--- src/rtl/onewire_responder.sv ---
// Single-wire open-drain bus responder.
// Presence on bus reset, command receive, scratch byte write/read.
module onewire_responder #(
  parameter int RESET_MIN     = 480,
  parameter int PRESENCE_WAIT = 30,
  parameter int PRESENCE_LEN  = 120,
  parameter int SAMPLE_AT     = 15,
  parameter int ZERO_HOLD     = 30,
  parameter int CNT_W         = 10
) (
  input  logic       clk,
  input  logic       rst,
  input  logic       bus_in,
  output logic       bus_pull_low,
  output logic       cmd_valid,
  output logic [7:0] cmd,
  output logic [7:0] scratch,
  output logic       busy
);

  typedef enum logic [2:0] {
    IDLE, PRES_WAIT, PRES_DRIVE, CMD_RX, WR_RX, RD_TX
  } state_t;

  localparam logic [CNT_W-1:0] RST_LIM = CNT_W'(RESET_MIN);
  localparam logic [CNT_W-1:0] PW_END  = CNT_W'(PRESENCE_WAIT - 1);
  localparam logic [CNT_W-1:0] PL_END  = CNT_W'(PRESENCE_LEN - 1);
  localparam logic [CNT_W-1:0] SMP_PT  = CNT_W'(SAMPLE_AT);
  localparam logic [CNT_W-1:0] HLD_END = CNT_W'(ZERO_HOLD);

  state_t           state, state_n;
  logic             s1, bs, bs_d;
  logic [2:0]       pl_hist;
  logic [CNT_W-1:0] low_cnt, cnt, cnt_n;
  logic [2:0]       bit_cnt, bit_n;
  logic             slot_act, slot_n;
  logic [7:0]       sh, sh_n, cmd_n, scratch_n, rx_byte;
  logic             pull_n, cmd_valid_n;
  logic             own, fall, rise, fall_ok, rst_pulse, last_bit;

  // Our own drive (and its echo through the synchroniser) is masked.
  assign own       = bus_pull_low | (|pl_hist);
  assign fall      = bs_d & ~bs;
  assign rise      = ~bs_d & bs;
  assign fall_ok   = fall & ~own;
  assign rst_pulse = rise & (low_cnt == RST_LIM);
  assign last_bit  = (bit_cnt == 3'd7);
  assign rx_byte   = {bs, sh[7:1]};
  assign busy      = (state != IDLE);

  // Wire synchroniser, drive history and saturating low counter.
  always_ff @(posedge clk or posedge rst) begin
    if (rst) begin
      s1      <= 1'b1;
      bs      <= 1'b1;
      bs_d    <= 1'b1;
      pl_hist <= '0;
      low_cnt <= '0;
    end else begin
      s1      <= bus_in;
      bs      <= s1;
      bs_d    <= bs;
      pl_hist <= {pl_hist[1:0], bus_pull_low};
      if (bs || own)
        low_cnt <= '0;
      else if (low_cnt != RST_LIM)
        low_cnt <= low_cnt + 1'b1;
    end
  end

  // State and datapath registers.
  always_ff @(posedge clk or posedge rst) begin
    if (rst) begin
      state        <= IDLE;
      cnt          <= '0;
      bit_cnt      <= '0;
      slot_act     <= 1'b0;
      sh           <= '0;
      cmd          <= '0;
      scratch      <= '0;
      bus_pull_low <= 1'b0;
      cmd_valid    <= 1'b0;
    end else begin
      state        <= state_n;
      cnt          <= cnt_n;
      bit_cnt      <= bit_n;
      slot_act     <= slot_n;
      sh           <= sh_n;
      cmd          <= cmd_n;
      scratch      <= scratch_n;
      bus_pull_low <= pull_n;
      cmd_valid    <= cmd_valid_n;
    end
  end

  // Next-state, slot timing and output decode.
  always_comb begin
    state_n     = state;
    cnt_n       = cnt;
    bit_n       = bit_cnt;
    slot_n      = slot_act;
    sh_n        = sh;
    cmd_n       = cmd;
    scratch_n   = scratch;
    pull_n      = bus_pull_low;
    cmd_valid_n = 1'b0;
    unique case (state)
      IDLE: begin
        pull_n = 1'b0;
        slot_n = 1'b0;
        bit_n  = '0;
      end
      PRES_WAIT: begin
        cnt_n = cnt + 1'b1;
        if (cnt == PW_END) begin
          state_n = PRES_DRIVE;
          cnt_n   = '0;
          pull_n  = 1'b1;
        end
      end
      PRES_DRIVE: begin
        cnt_n = cnt + 1'b1;
        if (cnt == PL_END) begin
          state_n = CMD_RX;
          cnt_n   = '0;
          pull_n  = 1'b0;
          bit_n   = '0;
          slot_n  = 1'b0;
        end
      end
      CMD_RX, WR_RX: begin
        if (!slot_act) begin
          if (fall_ok) begin
            slot_n = 1'b1;
            cnt_n  = CNT_W'(1);
          end
        end else begin
          cnt_n = cnt + 1'b1;
          if (cnt == SMP_PT) begin
            slot_n = 1'b0;
            sh_n   = rx_byte;
            bit_n  = bit_cnt + 1'b1;
            if (last_bit && state == CMD_RX) begin
              cmd_n       = rx_byte;
              cmd_valid_n = 1'b1;
              if (rx_byte == 8'h4E) begin
                state_n = WR_RX;
              end else if (rx_byte == 8'hBE) begin
                state_n = RD_TX;
                sh_n    = scratch;
              end else begin
                state_n = IDLE;
              end
            end else if (last_bit) begin
              scratch_n = rx_byte;
              state_n   = IDLE;
            end
          end
        end
      end
      RD_TX: begin
        if (!slot_act) begin
          if (fall_ok) begin
            slot_n = 1'b1;
            cnt_n  = CNT_W'(1);
            pull_n = ~sh[0];
          end
        end else begin
          cnt_n = cnt + 1'b1;
          if (cnt == HLD_END) begin
            pull_n = 1'b0;
            slot_n = 1'b0;
            sh_n   = {1'b0, sh[7:1]};
            bit_n  = bit_cnt + 1'b1;
            if (last_bit)
              state_n = IDLE;
          end
        end
      end
      default: begin
        state_n = IDLE;
        pull_n  = 1'b0;
      end
    endcase
    if (rst_pulse) begin
      state_n = PRES_WAIT;
      cnt_n   = '0;
      bit_n   = '0;
      slot_n  = 1'b0;
      pull_n  = 1'b0;
    end
  end

endmodule

--- config.mk ---
export PLATFORM = sky130hd
export DESIGN_NAME = onewire_responder
export DESIGN_NICKNAME = d
export VERILOG_FILES = /design/src/rtl/onewire_responder.sv
export SDC_FILE = /design/constraint.sdc
export NUM_CORES = 1
export LEC_CHECK = 0
export BUFFER_PORTS_ARGS = -buffer_cell sky130_fd_sc_hd__buf_4
export CELL_PAD_IN_SITES_DETAIL_PLACEMENT = 1
export CELL_PAD_IN_SITES_GLOBAL_PLACEMENT = 1
export CORE_ASPECT_RATIO = 1.1
export CORE_MARGIN = 1.5
export CORE_UTILIZATION = 50
export CTS_BUF_LIST = sky130_fd_sc_hd__clkbuf_8 sky130_fd_sc_hd__clkbuf_16
export CTS_CLUSTER_SIZE = 25
export DETAILED_ROUTE_END_ITERATION = 7
export GPL_TIMING_DRIVEN = 0
export HOLD_SLACK_MARGIN = 0.05
export MAX_ROUTING_LAYER = met4
export PLACE_DENSITY = 0.85
export SLEW_MARGIN = 40
export SYNTH_ARGS = -nofsm -noshare
export SYNTH_HDL_FRONTEND = slang
export SYNTH_SLANG_ARGS = --single-unit
--- constraint.sdc ---
create_clock -name clk -period 3.6 [get_ports clk]
set_input_delay 0.18 -clock clk [delete_from_list [all_inputs] [get_ports clk]]
set_output_delay 0.18 -clock clk [all_outputs]
set_load 0.005 [all_outputs]
==> impl_metrics.py <==
metrics = {
    "floorplan": {
        "rows": 29,
        "core_mm2": 0.005733,
        "ios": 22,
        "start_util_pct": 51.62,
        "die_y_um": 83.69,
        "die_w_um": 76.35,
        "dieArea_mm2": 0.006389,
    },
    "worst_setup_path": {
        "arrival_ns": 2.84,
        "r2r_slack_ns": 0.97,
        "crit_fanout": 7,
        "critPathTopFamily": "compound AO/OA/AOI/OAI gates",
        "startpoint": "cnt[0]",
        "cp_slowest_cell": "a222oi_1",
        "worstSetupEndpoint": "cnt[3]",
        "cp.depth": 7,
        "worst_setup_path_start_kind": "flip-flop",
        "cp.buffers_inverters": 0,
        "end_kind": "flip-flop",
        "r2r_end": "cnt[3]",
        "slowest_delay_ns": 0.81,
        "cp_cell_sequence": "ha_1 -> and3b_1 -> a31oi_1 -> a222oi_1 -> nor2_1 -> nand3_1 -> o311ai_0",
        "worstSetupPathType": "flip-flop to flip-flop",
        "r2r-start": "cnt[0]",
        "r2r_cells": 7,
        "critPathRequiredTime_ns": 3.80,
    },
    "synthesis": {
        "yosysMostFrequentCell": "dfrtp_1",
        "syn_avg_cell_area_um2": 9.864,
        "synth_top_area_share_pct": 47.36,
        "synthArstFlopShare_pct": 100.0,
        "ys_top_cells_by_count": "dfrtp_1, nand2_1, nor2_1",
        "yosysTopAreaCell": "dfrtp_1",
        "ys_warn_count": 0,
        "ys_seq_area_share_pct": 50.02,
        "synth_nets": 310,
        "synth_edf_count": 0,
        "ys_ff_latch": 59,
        "synth_area_mm2": 0.002959,
        "synthCells": 300,
        "yosysUniqueCellTypes": 48,
        "synth_area_leaders": "dfrtp_1, mux2_2, nand3_1",
        "yosys_most_used_dff": "dfrtp_1",
    },
    "detailed_routing": {
        "drt_iter0_drc": 158,
        "wirelength_mm": 7.605,
        "num_vias": 2478,
        "viasPerCell": 5.942,
        "wl_per_cell_um": 18.24,
        "first_pass_iters": 4,
        "antenna_left": 0,
        "route.detailed.drc": 0,
    },
    "cts": {
        "cts_resized": 0,
        "cts_buffer_depth": 2,
        "postCtsSetupRepairBufs": 0,
        "clkSinkCount": 59,
        "clk_root_buffer_cell": "clkbuf_8",
        "path_clk_slew_ns": 0.07,
        "cts_buffers": 9,
        "htree_levels": 3,
        "cts_hold_buf": 2,
        "clk_latency_ns": 0.34,
        "cts_tree": "built",
    },
    "flow_run": {
        "cap_violations": 0,
    },
    "global_route": {
        "grt_max_degree": 34,
        "grt_use_total_pct": 26.53,
        "grt_pass1_wl_mm": 12.90,
        "first_global_vias": 2567,
        "antenna_found_initial": 0,
        "grt_overflow_total": 0,
    },
    "placed_design": {
        "dpl.hpwl_mm": 5.299,
        "gp_congestion": 0.9016,
        "portBuffers": 21,
        "dpl_cell_area_mm2": 0.003241,
    },
    "final_layout": {
        "fin_util_pct": 60.26,
        "diodes": 0,
        "final_nets": 345,
        "syn_to_final_growth_pct": 16.74,
        "drive_gt1_share_pct": 20.59,
        "final_area_mm2": 0.003455,
    },
    "timing": {
        "setup_violations": 0,
        "grt_setup_unrepaired": "no",
        "post-route-period-util_pct": 73.17,
        "drv_slew": 0,
        "skew_ns": 0.006921,
        "finalCriticalPeriod_ns": 2.634,
        "tns_ns": 0,
        "fmax_ghz": 0.3797,
        "slew_headroom_pct": 42.58,
        "worstMarginPinSlew_ns": 0.8613,
        "hold_viol": 0,
        "hold_ws_ns": 0.3605,
    },
    "pwr": {
        "ir_worst_vdd_v": 0.0003075,
        "leakagePower_uw": 0.001583,
        "p_per_area_mw_per_mm2": 378.9,
    },
    "hold_path": {
        "holdCritPathClass": "flip-flop to flip-flop",
    },
    "run_status": {
        "status": "finished clean",
    },
}
## area by class of cell
class,instances,area [um^2]
multi-input cells,223,1411
clock inverters,6,56.30
repair buffers,24,197.7
inverters,12,47.55
fillers,669,2278
plain buffers,6,27.53
well taps,77,96.34
clock buffers,10,137.6
flip-flops and latches,59,1480
## power breakdown
group	switching [uW]	internal, uW
Clock	267	332
Combinational	23.4	11.8
Sequential	5.83	669
## per-stage QoR
stage                     power (uW)  cells  setup slack, ns
after floorplan                706.4    300            1.463
after detailed placement       720.8    399           0.9905
after CTS                       1314    417           0.9644
final                           1309    417           0.9660
after global placement         715.4    398            1.110
after global routing            1344    417           0.7504
## cell usage in the layout, fill, tap and decap left out, types with 5 or more instances in the layout
master and n:
nand3_1 25, nor3_1 8, ha_1 7, a21oi_1 16, and3_1 5, mux2_2 16
buf_4 21, o21ai_0 18, or3_1 5, inv_1 12, nor2_1 27, dfrtp_1 56
clkbuf_8 10, nand2_1 32
## worst reg2reg max path, cell delays in order, from the launching register on
cell and delay (ns):
dfrtp_1 0.47, ha_1 0.27, and3b_1 0.24, a31oi_1 0.12
a222oi_1 0.81, nor2_1 0.30, nand3_1 0.16, o311ai_0 0.13
## flip-flops by register name, summed over array words and instances, names as in the netlist
register and cells:
slot_act 1, cmd 8, sh 8, bus_pull_low 1
cnt 10, cmd_valid 1, s1 1, pl_hist 3
scratch 8, state 3, bs_d 1, low_cnt 10
bs 1, bit_cnt 3
## cell families after synthesis
logic type	Yosys count	share of synthesized area [%]
buf+inv	18	2.452
xor+xnor	7	2.072
flops	59	50.02
mux	18	6.765
compound gates	59	12.69
simple gates	132	23.05
fa+ha+maj	7	2.960
## metal layers
metal / global-route usage (%) / wire [um] / vias up
met2: 43.59 / 3887 / 52
met4: 10.44 / 107 / 0
met1: 33.31 / 3354 / 1257
met3: 3.716 / 255 / 11
met5: - / 0 / -
li1: - / - / 1158
## how the worst min path moves through the flow
| stage | from | to | slack (ns) | cells past startpoint |
|---|---|---|---|---|
| 2_1_floorplan | bus_in | s1 | 0.18 | 0 |
| 3_3_place_gp | bus_in | s1 | 0.29 | 1 |
| 3_5_place_dp | rst | pl_hist[0] | 0.20 | 2 |
| 4_1_cts | s1 | bs | 0.36 | 0 |
| 5_1_grt | s1 | bs | 0.37 | 0 |
| 6_report | s1 | bs | 0.36 | 0 |
Note: power is estimated with default switching activity, not from simulation.
